`config.mk`:
```
export PLATFORM = sky130hd
export DESIGN_NAME = seven_seg_monitor
export DESIGN_NICKNAME = d
export VERILOG_FILES = /design/src/rtl/seven_seg_monitor.sv
export SDC_FILE = /design/constraint.sdc
export NUM_CORES = 1
export LEC_CHECK = 0
export ABC_AREA = 1
export BUFFER_PORTS_ARGS = -buffer_cell sky130_fd_sc_hd__buf_2
export CAP_MARGIN = 10
export CORE_ASPECT_RATIO = 0.5
export CORE_MARGIN = 2
export CORE_UTILIZATION = 49
export DETAILED_ROUTE_END_ITERATION = 16
export GPL_TIMING_DRIVEN = 0
export PLACE_DENSITY = 0.83
export SYNTH_ARGS = -nofsm -noshare
export SYNTH_HDL_FRONTEND = slang
export SYNTH_SLANG_ARGS = --single-unit
```
`constraint.sdc`:
```
create_clock -name clk_in -period 1.43 [get_ports clk_in]
set_input_delay 0.2145 -clock clk_in [delete_from_list [all_inputs] [get_ports clk_in]]
set_output_delay 0.2145 -clock clk_in [all_outputs]
set_load 0.1 [all_outputs]
```
`src/rtl/seven_seg_monitor.sv`:
```
`default_nettype none
// ============================================================================
// Module  : seven_seg_monitor
// Brief   : Observes a multiplexed 7-seg bus and rebuilds the four digits.
//           Optional hex decoder is built when SEG_MON_DECODE_EN is defined.
// Revision: 1.0 - initial release
// ============================================================================
module seven_seg_monitor #(
  parameter int FRAME_CYCLES   = 16,
  parameter int STABLE_CYCLES  = 1,
  parameter int SEG_ACTIVE_LOW = 1
) (
  input  logic        clk_in,
  input  logic        rst_n,
  input  logic [6:0]  seg,
  input  logic [3:0]  an,
  output logic [6:0]  cap_digit1,
  output logic [6:0]  cap_digit2,
  output logic [6:0]  cap_digit3,
  output logic [6:0]  cap_digit4,
  output logic [15:0] hex,
  output logic [3:0]  hex_ok,
  output logic [3:0]  blanked,
  output logic        frame_stb,
  output logic        err_multi
);

  localparam int             CNT_W   = (FRAME_CYCLES > 2) ? $clog2(FRAME_CYCLES) : 1;
  localparam int             STAB_W  = $clog2(STABLE_CYCLES + 1);
  localparam logic [CNT_W-1:0]  CNT_LAST = CNT_W'(FRAME_CYCLES - 1);
  localparam logic [STAB_W-1:0] STAB_MAX = STAB_W'(STABLE_CYCLES);
  localparam logic [6:0]     CAP_RST = (SEG_ACTIVE_LOW != 0) ? 7'h7F : 7'h00;

  logic [CNT_W-1:0]  cnt_q, cnt_d;
  logic [STAB_W-1:0] stab_q, stab_d;
  logic [10:0]       prev_q;
  logic [3:0]        seen_q, seen_d, seen_upd;
  logic [3:0]        blanked_q, blanked_d;
  logic              stb_q, err_q;
  logic [6:0]        cap_q [4];

  logic              w_valid, w_illegal, w_capture, w_win_end;
  logic [1:0]        w_pos;

  // Slot classification: exactly one low anode selects a position.
  always_comb begin
    w_valid   = 1'b1;
    w_illegal = 1'b0;
    w_pos     = 2'd0;
    case (an)
      4'b1110: w_pos = 2'd0;
      4'b1101: w_pos = 2'd1;
      4'b1011: w_pos = 2'd2;
      4'b0111: w_pos = 2'd3;
      4'b1111: w_valid = 1'b0;
      default: begin
        w_valid   = 1'b0;
        w_illegal = 1'b1;
      end
    endcase
  end

  always_comb begin
    stab_d = STAB_W'(1);
    if (w_valid && ({an, seg} == prev_q))
      stab_d = (stab_q == STAB_MAX) ? STAB_MAX : stab_q + 1'b1;
    w_capture = w_valid && (stab_d >= STAB_MAX);
    w_win_end = (cnt_q == CNT_LAST);
    cnt_d     = w_win_end ? '0 : cnt_q + 1'b1;
    seen_upd  = seen_q;
    if (w_capture)
      seen_upd[w_pos] = 1'b1;
    seen_d    = w_win_end ? 4'b0000 : seen_upd;
    blanked_d = w_win_end ? ~seen_upd : blanked_q;
  end

  always_ff @(posedge clk_in or negedge rst_n) begin
    if (!rst_n) begin
      cnt_q     <= '0;
      stab_q    <= '0;
      prev_q    <= '0;
      seen_q    <= 4'b0000;
      blanked_q <= 4'b0000;
      stb_q     <= 1'b0;
      err_q     <= 1'b0;
      for (int i = 0; i < 4; i++)
        cap_q[i] <= CAP_RST;
    end else begin
      cnt_q     <= cnt_d;
      stab_q    <= stab_d;
      prev_q    <= {an, seg};
      seen_q    <= seen_d;
      blanked_q <= blanked_d;
      stb_q     <= w_win_end;
      if (w_illegal)
        err_q <= 1'b1;
      if (w_capture)
        cap_q[w_pos] <= seg;
    end
  end

`ifdef SEG_MON_DECODE_EN
  logic [6:0]  w_lit;
  logic [3:0]  w_nib;
  logic        w_ok;
  logic [15:0] hex_q;
  logic [3:0]  hex_ok_q;

  // Table is in lit=1, gfedcba order.
  always_comb begin
    w_lit = (SEG_ACTIVE_LOW != 0) ? ~seg : seg;
    w_ok  = 1'b1;
    w_nib = 4'h0;
    case (w_lit)
      7'h3F: w_nib = 4'h0;
      7'h06: w_nib = 4'h1;
      7'h5B: w_nib = 4'h2;
      7'h4F: w_nib = 4'h3;
      7'h66: w_nib = 4'h4;
      7'h6D: w_nib = 4'h5;
      7'h7D: w_nib = 4'h6;
      7'h07: w_nib = 4'h7;
      7'h7F: w_nib = 4'h8;
      7'h6F: w_nib = 4'h9;
      7'h77: w_nib = 4'hA;
      7'h7C: w_nib = 4'hB;
      7'h39: w_nib = 4'hC;
      7'h5E: w_nib = 4'hD;
      7'h79: w_nib = 4'hE;
      7'h71: w_nib = 4'hF;
      default: w_ok = 1'b0;
    endcase
  end

  always_ff @(posedge clk_in or negedge rst_n) begin
    if (!rst_n) begin
      hex_q    <= 16'h0000;
      hex_ok_q <= 4'b0000;
    end else if (w_capture) begin
      hex_q[{w_pos, 2'b00} +: 4] <= w_nib;
      hex_ok_q[w_pos]            <= w_ok;
    end
  end

  assign hex    = hex_q;
  assign hex_ok = hex_ok_q;
`else
  assign hex    = 16'h0000;
  assign hex_ok = 4'b0000;
`endif

  assign cap_digit1 = cap_q[3];
  assign cap_digit2 = cap_q[2];
  assign cap_digit3 = cap_q[1];
  assign cap_digit4 = cap_q[0];
  assign blanked    = blanked_q;
  assign frame_stb  = stb_q;
  assign err_multi  = err_q;

endmodule
`default_nettype wire

```
; After elaboration in Yosys (flattened, before gate mapping)
; Cells that the tools add are included.
[word_totals]
output_inout_bits = 54
in_bits = 13
word_cells = 46
register_bits = 54
[classes]
order_cmp = 5
eq_ne = 7
n_addsub = 2
muxes = 12
n_reduce_logical = 6
bitwise = 3
[op_table]
columns = operator, n
row1 = bitwise mux 28 bit, 1
row2 = "== test 4 bit, second input constant", 5
row3 = demux 7 bit (select 2 bit), 1
row4 = 2-to-1 mux 4 bit, 3
row5 = == test 11 bit, 1
row6 = 2-to-1 mux 7 bit, 1
row7 = case mux 2 bit (3 select lines), 1
row8 = OR reduction 5 bit, 1
row9 = "adder 4 x 1 -> 4 bit, second input constant", 1
row10 = "== test 4 x 3 -> 1 bit, second input constant", 1
row11 = logical AND 1 bit, 4
row12 = 2-to-1 mux 1 bit, 4
row13 = inverter 4 bit, 1
row14 = bitwise OR 4 bit, 1
row15 = OR reduction 4 bit, 1
row16 = ">= comparator 3 bit, second input constant", 1
row17 = "< comparator 2 x 3 -> 1 bit, second input constant", 1
row18 = "< comparator 3 x 1 -> 1 bit, second input constant", 1
row19 = inverter 2 -> 3 bit, 1
row20 = demux 1 bit (select 2 bit), 1
row21 = ">= comparator 2 x 1 -> 1 bit, second input constant", 1
row22 = "adder 1 bit, second input constant", 1
row23 = ">= comparator 1 bit, second input constant", 1

; Depth between registers and ports, before layout
; Gate-level depths: netlist of the first run.
[depth]
ltp_word = 9
depth_mapped = 7
ltp_nobuf = 6

; Least setup slack after synthesis of the first run
; No wires, ideal clock.
[synth_timing]
path_kind = reg2reg
start = register cnt_q[0]
end = register cnt_q[0]
t_arrival_ns = 1.100
synth_period_minus_slack_ns = 1.163
setup_time_ns = 0.063
path_buffers = 0
path_stages_with_launch = 6
required_time_ns = 1.367
setup_slack_ns = 0.267
cell_sequence = dfrtp_1 ha_1 nand3_1 inv_1 or2_2 inv_1
[synth_between]
elab_chain_len = 2
[synth_lines]
columns = item, line_no
row1 = "start, declared", 34  ; logic [CNT_W-1:0] cnt_q, cnt_d;
row2 = "start signal, assigned", 89  ; cnt_q <= cnt_d;
row3 = adder 4 x 1 -> 4 bit / == test 4 bit (equally long branches), "69, 68"
row4 = 2-to-1 mux 4 bit (*), 69  ; cnt_d = w_win_end ? '0 : cnt_q + 1'b1;
row5 = via cnt_d[0], 34
; The timed path passes the listed nets; every way through them passes the cells marked *.
; A chain may end at the register's enable or synchronous reset.

; Worst setup path in the final report of the first run
[layout_timing]
start = register cap_q (netlist bit cap_digit2[3])
end = output cap_digit2[3]
[layout_rtl]
columns = item, line_no
row1 = "start, declared", 40  ; logic [6:0] cap_q [4];
row2 = "start signal, assigned by index", 98  ; cap_q[w_pos] <= seg;
row3 = "end, declared", 18  ; output logic [6:0] cap_digit2,
; No word-level cell between the ends.

==> metrics.txt, run 1 <==
yosys warns 0; CP Cell Sequence buf_4; Worst Path Required around 1.2 ns; CTS sink count 42; core area 0.00384 mm2; vias per cell 4.43; clock transition at the registers of the reported paths about 0.080 ns; Power Dens Cells between 1500 and 2000 mW/mm2; Synth-to-Final Area Change 27.5%; htree depth 2; worst reg2reg startpoint cnt_q[0]; vias in the first global route between 1000 and 1500; PostCTS Resize Cnt 28; ANT cells 0; PortBufs between 40 and 50; first-pass GRT wire length 6210 um; Final ANT Viol Nets 0; drt first pass iters 4; Clock Tree Buf Depth 2; share of post-route cells with drive strength above 1 between 50% and 60%; die area 0.00449 mm2; Post-Place Cell Area approximately 0.0023 mm2; # hold bufs at CTS 0; final setup fails 0; crit path buf inv count 1; Max Clock Freq around 0.74 GHz; Worst Setup SP cap_digit2[3]; Peak VDD IR ~0.80 mV; DR WL/cell roughly 12 um; pin slew with the least headroom to its limit ~0.91 ns; Rows 16; CTS Buf Count 5; Max-Cap Viols 0; DR vias 1370; fill cell count between 200 and 300; Mapped Area slightly below 0.002 mm2; max-slew violation count 0; Top Ports 67; gp weighted congestion between 0.7 and 0.8; Crit path max-delay family flip-flops; final wirelength 3780 um; setup TNS 0 ns; starting density of the core 50.2%; Tot Pwr about 4.5 mW; die height between 40 and 50 um; leakage power 1.28 nW; HPWL Detailed 2740 um; Remaining Overflow, GRT 0; register area share after synthesis around 56%; Post-layout nets 268; CTS tree built; Tmin final between 1 and 1.5 ns; initial antenna violation count 0; post-CTS setup buffer count 0; die width between 90 and 100 um; Hold Crit Class primary input to asynchronous set/reset pin; Slew HR around two fifths; Finished Core Util between 60% and 70%; latest clock arrival within the worst-skew pair 0.29 ns; Worst Path Max Fanout 2; slowest CP cell dfstp_2; status finished clean; largest net degree at the start of global routing 43; drt drc 0; skew final roughly 0.0023 ns; Avg Cell Area, Syn between 10 and 15 um2; final hold viol count 0; Synth Register Bits 42; Root Driver clkbuf_8; Tcrit/Tclk final 94.2%; CP max stage delay 0.55 ns; Starting DRT DRC Count 116; synth unique cells 22; CP endpoint kind output port; critical path class register to output port; Setup crit start kind register; unrepaired setup endpoints after global routing no; post-route cell area ~0.0025 mm2; cells after synthesis ~180; Data arrival, critical path between 1 and 1.5 ns; GRT Util Overall between 10% and 20%
Yosys cell counts, drive strengths merged:
library cell,n,share of area (%)
inv,20,3.9
nor2,8,1.9
dfstp,28,38
ha,1,0.65
a21oi,4,2.0
o21ai,28,12
conb,1,0.19
xor2,2,0.91
buf,25,11
nand2,43,8.6
nand3,7,2.3
dfrtp,14,18
or2,1,0.32
logic make-up (layout without fill, tap and decap cells):
family	Yosys count	count (layout)	share of synthesized area, %
adder cells (fa/ha/maj)	1	1	0.648
AND/OR/NAND/NOR	59	59	13.2
buffers and inverters	45	99	14.8
XOR/XNOR	2	2	0.908
flip-flops	42	42	56.3
AO/OA/AOI/OAI	32	32	13.9
other	1	20	0.194
path summary, 6_finish.rpt:
kind                                      end  cells past startpoint  slack, ns
min in group clk_in             cap_digit1[5]                      3       0.23
max in group asynchronous           err_multi                      1       0.82
worst min register to register  cap_digit3[6]                      2       0.47
worst max-delay path            cap_digit2[3]                      1       0.08
worst max register to register     blanked[2]                      6       0.10
worst min-delay path                seen_q[1]                      1       0.05
final cells by class:
| cell class | count | area [um2] | area share [%] |
|---|---|---|---|
| Timing Repair Buffer | 46 | 300 | 12.2 |
| Clock inverter | 1 | 5.00 | 0.203 |
| Sequential cell | 42 | 1090 | 44.2 |
| Buffer | 25 | 210 | 8.55 |
| Tap cell | 54 | 67.6 | 2.75 |
| Clock buffer | 7 | 86.3 | 3.51 |
| Inverter | 20 | 75.1 | 3.05 |
| Multi-Input combinational cell | 114 | 629 | 25.6 |
cell usage in the layout, fill, tap and decap left out:
master | netlist | routed
dfrtp_1 | 14 | 14
nand2_2 | 2 | 2
clkbuf_1 | 0 | 1
dfstp_2 | 28 | 28
conb_1 | 1 | 20
buf_2 | 0 | 18
buf_4 | 20 | 48
a21oi_4 | 1 | 1
buf_6 | 4 | 4
buf_8 | 1 | 1
or2_2 | 1 | 1
clkinv_2 | 0 | 1
inv_1 | 17 | 17
nand3_2 | 2 | 2
clkbuf_8 | 0 | 6
o21ai_2 | 24 | 24
nor2_2 | 3 | 3
nor2_1 | 5 | 5
o21ai_1 | 4 | 4
nand2_1 | 41 | 41
a21oi_2 | 2 | 2
nand3_1 | 5 | 5
xor2_1 | 2 | 2
a21oi_1 | 1 | 1
inv_2 | 3 | 3
ha_1 | 1 | 1
state kept, by name (all words and copies together), names as in the netlist:
register / flops
cnt_q: 4
err_multi: 1
frame_stb: 1
cap_digit3: 7
cap_digit2: 7
seen_q: 4
cap_digit1: 7
blanked: 4
cap_digit4: 7
power by group:
group	internal (mW)	switching, mW	leakage [nW]
logic	0.372	1.74	0.755
registers	1.46	0.0999	0.472
clock network	0.390	0.403	0.0482
total	2.23	2.25	1.28
layer usage:
layer  GRT usage (%)  vias up  wire length, um
met4            7.35        0               55
met3            5.30        5              266
met5               0        -                0
met1            20.3      649             1470
li1                -      673                -
met2            32.6       43             1990
per-stage QoR:
step                      cells  worst slack (ns)  hold slack, ns
after floorplan             201             0.267         -0.0811
after global placement      301             0.168           0.358
after detailed placement    301             0.127           0.391
after CTS                   309            0.0864          0.0762
after global routing        309           0.00248           0.116
final                       309            0.0828          0.0484
Power figures use the tool's default switching activity.
==> run 2: changes to the inputs <==
- CELL_PAD_IN_SITES_DETAIL_PLACEMENT: unset -> 0
- CELL_PAD_IN_SITES_GLOBAL_PLACEMENT: unset -> 1
- CORE_UTILIZATION: 49 -> 37
==> run 2 against run 1 <==
Effect of this change: worst setup slack improved by 0.0048 ns; fmax rose by 0.36%; clock power down 2%; first-iteration DRC count is 47% lower; worst hold slack improved by 0.0019 ns; clock skew is 0.0046 ns higher; non-clock buffer count unchanged; total power fell by 0.64%; cell area up 0.76%; clock-buffer cell count up 1; largest cell class unchanged; largest power group unchanged.
==> metrics.txt, run 2 (synthesis results as in run 1) <==
Max Clock Freq 0.745 GHz (+0.36%); final setup fails 0 (unchanged); setup TNS 0 ns (unchanged); worst reg2reg startpoint cnt_q[0]; Crit path max-delay family flip-flops; Setup crit start kind register; drt drc 0 (unchanged); most common cell after layout, fill and taps aside buf_4; leakage power 1.27 nW (-0.21%); commonest cells after routing, fill and taps aside buf_4 (48), nand2_1 (41), dfstp_2 (28); share of post-route cells with drive strength above 1 56.1% (-0.39 points); CTS sink count 42 (unchanged); Tmin final 1.34 ns (-0.00477 ns); # hold bufs at CTS 0 (unchanged); CP Cell Sequence buf_4; critical path class register to output port; CP max stage delay 0.55 ns (about the same); Slew HR 40.0% (+0.77 points); Non-Filler Instances 325 (+5.2%); die height 55.1 um (+14%); Starting DRT DRC Count 62 (-47%); Worst Path Max Fanout 2 (unchanged); worst r2r dst blanked[3]; largest net degree at the start of global routing 43 (unchanged); first-pass GRT wire length 5750 um (-7.3%); Top Ports 67 (unchanged); vias per cell 4.21 (-5.1%); CTS tree built; status finished clean; pin slew with the least headroom to its limit 0.900 ns (-0.0115 ns); PortBufs 46 (unchanged); unrepaired setup endpoints after global routing no; Power Dens Cells 1790 mW/mm2 (-1.4%); slowest CP cell dfstp_2; Worst Path Required 1.22 ns (about the same); final hold viol count 0 (unchanged); clock transition at the registers of the reported paths 0.08 ns (about the same); final wirelength 3690 um (-2.5%); htree depth 2 (unchanged); HPWL Detailed 2780 um (+1.5%); GRT Util Overall 13.1% (-4.9 points); core area 0.00498 mm2 (+29%); Post-layout nets 268 (unchanged); Data arrival, critical path 1.13 ns (about the same); max-slew violation count 0 (unchanged); drt first pass iters 4 (unchanged); Max-Cap Viols 0 (unchanged); Final ANT Viol Nets 0 (unchanged); post-CTS setup buffer count 0 (unchanged); CP endpoint kind output port; ANT cells 0 (unchanged); R2R cell count 6 (unchanged); initial antenna violation count 0 (unchanged); gp weighted congestion 0.721 (-3.3%); dpl cells 317 (+5.3%); CTS Buf Count 5 (unchanged); Remaining Overflow, GRT 0 (unchanged); skew final 0.00686 ns (+0.00455 ns); Reg2Reg Setup Slack 0.12 ns (+0.02 ns); latest clock arrival within the worst-skew pair 0.29 ns (about the same); DR vias 1367 (-0.22%); Synth-to-Final Area Change 28.5%; Clock Tree Buf Depth 2 (unchanged); Tcrit/Tclk final 93.9% (-0.33 points); Peak VDD IR 0.663 mV (-17%); Root Driver clkbuf_8; Rows 18 (+2); vias in the first global route 1269 (-6.6%); starting density of the core 38.8% (-11 points); Hold Crit Class primary input to asynchronous set/reset pin; DR WL/cell 11.3 um (-7.3%); crit path buf inv count 1 (unchanged); die area 0.00584 mm2 (+30%); die width 106 um (+14%)
## run 2: timing repair
| item | in CTS | in global routing |
|---|---|---|
| gates resized for setup | 28 | 0 |
| setup endpoints to repair | 28 | 0 |
| endpoints found under the hold margin | 0 | 0 |
## run 2: stage by stage
step                      utilization, %  setup slack (ns)  cell area (um2)  hold WS (ns)  total power, mW
final                               49.8            0.0875             2480        0.0503             4.44
after CTS                           49.8            0.0838             2480        0.0744             4.47
after global routing                49.8           0.00329             2480         0.114             4.60
after floorplan                        -             0.267             2000       -0.0811             3.36
after detailed placement            46.6             0.118             2320         0.388             3.60
after global placement              46.6             0.145             2320         0.368             3.57
## run 2: area by class of cell
| cell class | count | area, um2 |
|---|---|---|
| Timing Repair Buffer | 46 | 300 |
| Buffer | 25 | 210 |
| Multi-Input combinational cell | 114 | 629 |
| Tap cell | 70 | 87.6 |
| Fill cell | 474 | 2500 |
| Sequential cell | 42 | 1090 |
| Clock buffer | 8 | 90.1 |
| Inverter | 20 | 75.1 |
## run 2: routing by layer
metal  GRT usage, %  wire length (um)  vias to the layer above
met2           24.1              1890                       37
met5              0                 0                        -
met1           15.1              1570                      650
li1               -                 -                      676
met4           7.02                61                        0
met3           2.81               166                        4
## run 2: how the worst max path moves through the flow
stage                  start             to  depth (start not counted)
6_report       cap_digit2[0]  cap_digit2[0]                          1
5_1_grt             cnt_q[0]     blanked[2]                          6
4_1_cts        cap_digit3[6]  cap_digit3[6]                          1
3_5_place_dp        cnt_q[0]     blanked[2]                          6
3_3_place_gp        cnt_q[0]     blanked[3]                          6
2_1_floorplan       cnt_q[0]       cnt_q[0]                          5
## run 2: report_power, final
part / switching [mW] / internal, mW
logic: 1.73 / 0.372
registers: 0.0977 / 1.46
clock network: 0.382 / 0.394
==> run 3: changes to the inputs <==
- REMOVE_ABC_BUFFERS: unset -> 1
==> run 3 against run 2 <==
Effect of this change: clock-buffer cell count fell by 1; die area did not move; critical path depth did not move; combinational power fell by 3%; utilization fell by 3.7 points; sequential power barely moved; cell area fell by 7.5%.
==> metrics.txt, run 3 (synthesis results as in run 1) <==
status finished clean; CTS Buf Count 5 (unchanged); Power Dens Cells 1910 mW/mm2 (+6.3%); Hold Crit Class primary input to asynchronous set/reset pin; latest clock arrival within the worst-skew pair 0.28 ns (about the same); CTS tree built; vias per cell 4.15 (-1.4%); Post-layout nets 245 (-8.6%); Tcrit/Tclk final 92.9% (-1.0 points); core area 0.00498 mm2 (unchanged); Crit path max-delay family flip-flops; Reg2Reg Setup Slack 0.11 ns (about the same); final setup fails 0 (unchanged); largest net degree at the start of global routing 43 (unchanged); most common cell after layout, fill and taps aside nand2_1; Final ANT Viol Nets 0 (unchanged); final hold viol count 0 (unchanged); drt first pass iters 6 (+2); Seq. cell area 0.00109 mm2 (unchanged); pin slew with the least headroom to its limit 0.888 ns (-0.0126 ns); PortBufs 46 (unchanged); Slew HR 40.8% (+0.84 points); Setup crit start kind register; share of post-route cells with drive strength above 1 53.0% (-3.1 points); GRT Util Overall 12.9% (-0.21 points); crit path buf inv count 1 (unchanged); Worst Path Required 1.22 ns (about the same); Rows 18 (unchanged); Max-Cap Viols 0 (unchanged); CTS sink count 42 (unchanged); die width 106 um (unchanged); starting density of the core 38.8% (unchanged); Remaining Overflow, GRT 0 (unchanged); drt drc 0 (unchanged); htree depth 2 (unchanged); fill cell count 487 (+2.7%); CP Cell Sequence buf_4; final wirelength 3380 um (-8.5%); gp weighted congestion 0.675 (-6.4%); Root Driver clkbuf_8; post-route worst setup slack 0.102 ns (+0.0145 ns); CP max stage delay 0.55 ns (about the same); Clock Tree Buf Depth 2 (unchanged); Data arrival, critical path 1.11 ns (-0.02 ns); skew final 0.00203 ns (-0.00484 ns); DR WL/cell 11.2 um (-1.5%); max-slew violation count 0 (unchanged); leakage power 1.14 nW (-11%); Peak VDD IR 0.649 mV (-2.1%); Worst Setup SP cap_digit1[2]; DP Worst Slack -0.0469 ns (-0.164 ns); Starting DRT DRC Count 32 (-48%); vias in the first global route 1191 (-6.1%); crit path to cap_digit1[2]; unrepaired setup endpoints after global routing no; Worst Path Max Fanout 2 (unchanged); HPWL Detailed 2390 um (-14%); first-pass GRT wire length 5710 um (-0.83%); ANT cells 0 (unchanged); Finished Core Util 46.1% (-3.7 points); die height 55.1 um (unchanged); die area 0.00584 mm2 (unchanged); initial antenna violation count 0 (unchanged); commonest cells after routing, fill and taps aside nand2_1 (41), buf_4 (30), dfstp_2 (28); Synth-to-Final Area Change 18.9%; clock transition at the registers of the reported paths 0.08 ns (about the same); Tmin final 1.33 ns (-0.0145 ns); Tot Pwr 4.37 mW (-1.7%); worst reg2reg startpoint cnt_q[0]; worst r2r dst blanked[3]; DR vias 1253 (-8.3%); Levels on crit path 1 (unchanged); R2R cell count 6 (unchanged); slowest CP cell dfstp_2; CP endpoint kind output port; multi-input combinational cell area 634 um2 (+0.80%); Top Ports 67 (unchanged); critical path class register to output port; Max Clock Freq 0.753 GHz (+1.1%); # hold bufs at CTS 0 (unchanged)
-- run 3: cell count changes in the layout (fill, tap and decap cells not counted), sizes merged --
cell	change
buf	-23
clkbuf	-1
clkinv	+1
clkinvlp	+1
inv	-1
-- run 3: per-stage QoR --
step                      std cells  area (um2)  setup TNS (ns)  hold WS [ns]
final                           302        2290               0        0.0419
after global routing            302        2290               0         0.117
after CTS                       302        2290               0        0.0760
after detailed placement        292        2110         -0.0469         0.387
after global placement          292        2110         -0.0186         0.374
after floorplan                 176        1790               0       -0.0811
-- run 3: where the power goes --
part	switching, mW	internal (mW)
Sequential	0.0955	1.46
Combinational	1.73	0.328
Clock	0.367	0.389
Total	2.19	2.18
-- run 3: final cells by class --
cell class | count | area share (%)
clock buffers | 7 | 3.76
clock inverters | 1 | 0.218
inverters | 20 | 3.44
multi-input cells | 114 | 27.7
flip-flops and latches | 42 | 47.4
well taps | 70 | 3.82
repair buffers | 48 | 13.7
-- run 3: layer usage --
| metal | GRT usage (%) | up-vias | share of wire, % | wire length (um) |
|---|---|---|---|---|
| met3 | 3.51 | 2 | 4.1 | 137 |
| met2 | 22.6 | 34 | 52 | 1760 |
| li1 | - | 625 | - | - |
| met1 | 15.7 | 592 | 44 | 1470 |
| met5 | 0 | - | 0 | 0 |
| met4 | 5.26 | 0 | 0.24 | 8 |
-- run 3: timing repair --
item | 4_1_cts | 5_1_grt
setup buffers | 2 | 0
endpoints found under the setup margin | 29 | 0
resized for setup | 30 | 0
-- run 3: how the worst min path moves through the flow --
stage,slack [ns],cells past startpoint,to,start
2_1_floorplan,-0.08,0,blanked[0],rst_n
3_3_place_gp,0.37,1,err_multi,rst_n
3_5_place_dp,0.39,1,err_multi,rst_n
4_1_cts,0.08,1,err_multi,rst_n
5_1_grt,0.12,1,err_multi,rst_n
6_report,0.04,1,err_multi,rst_n
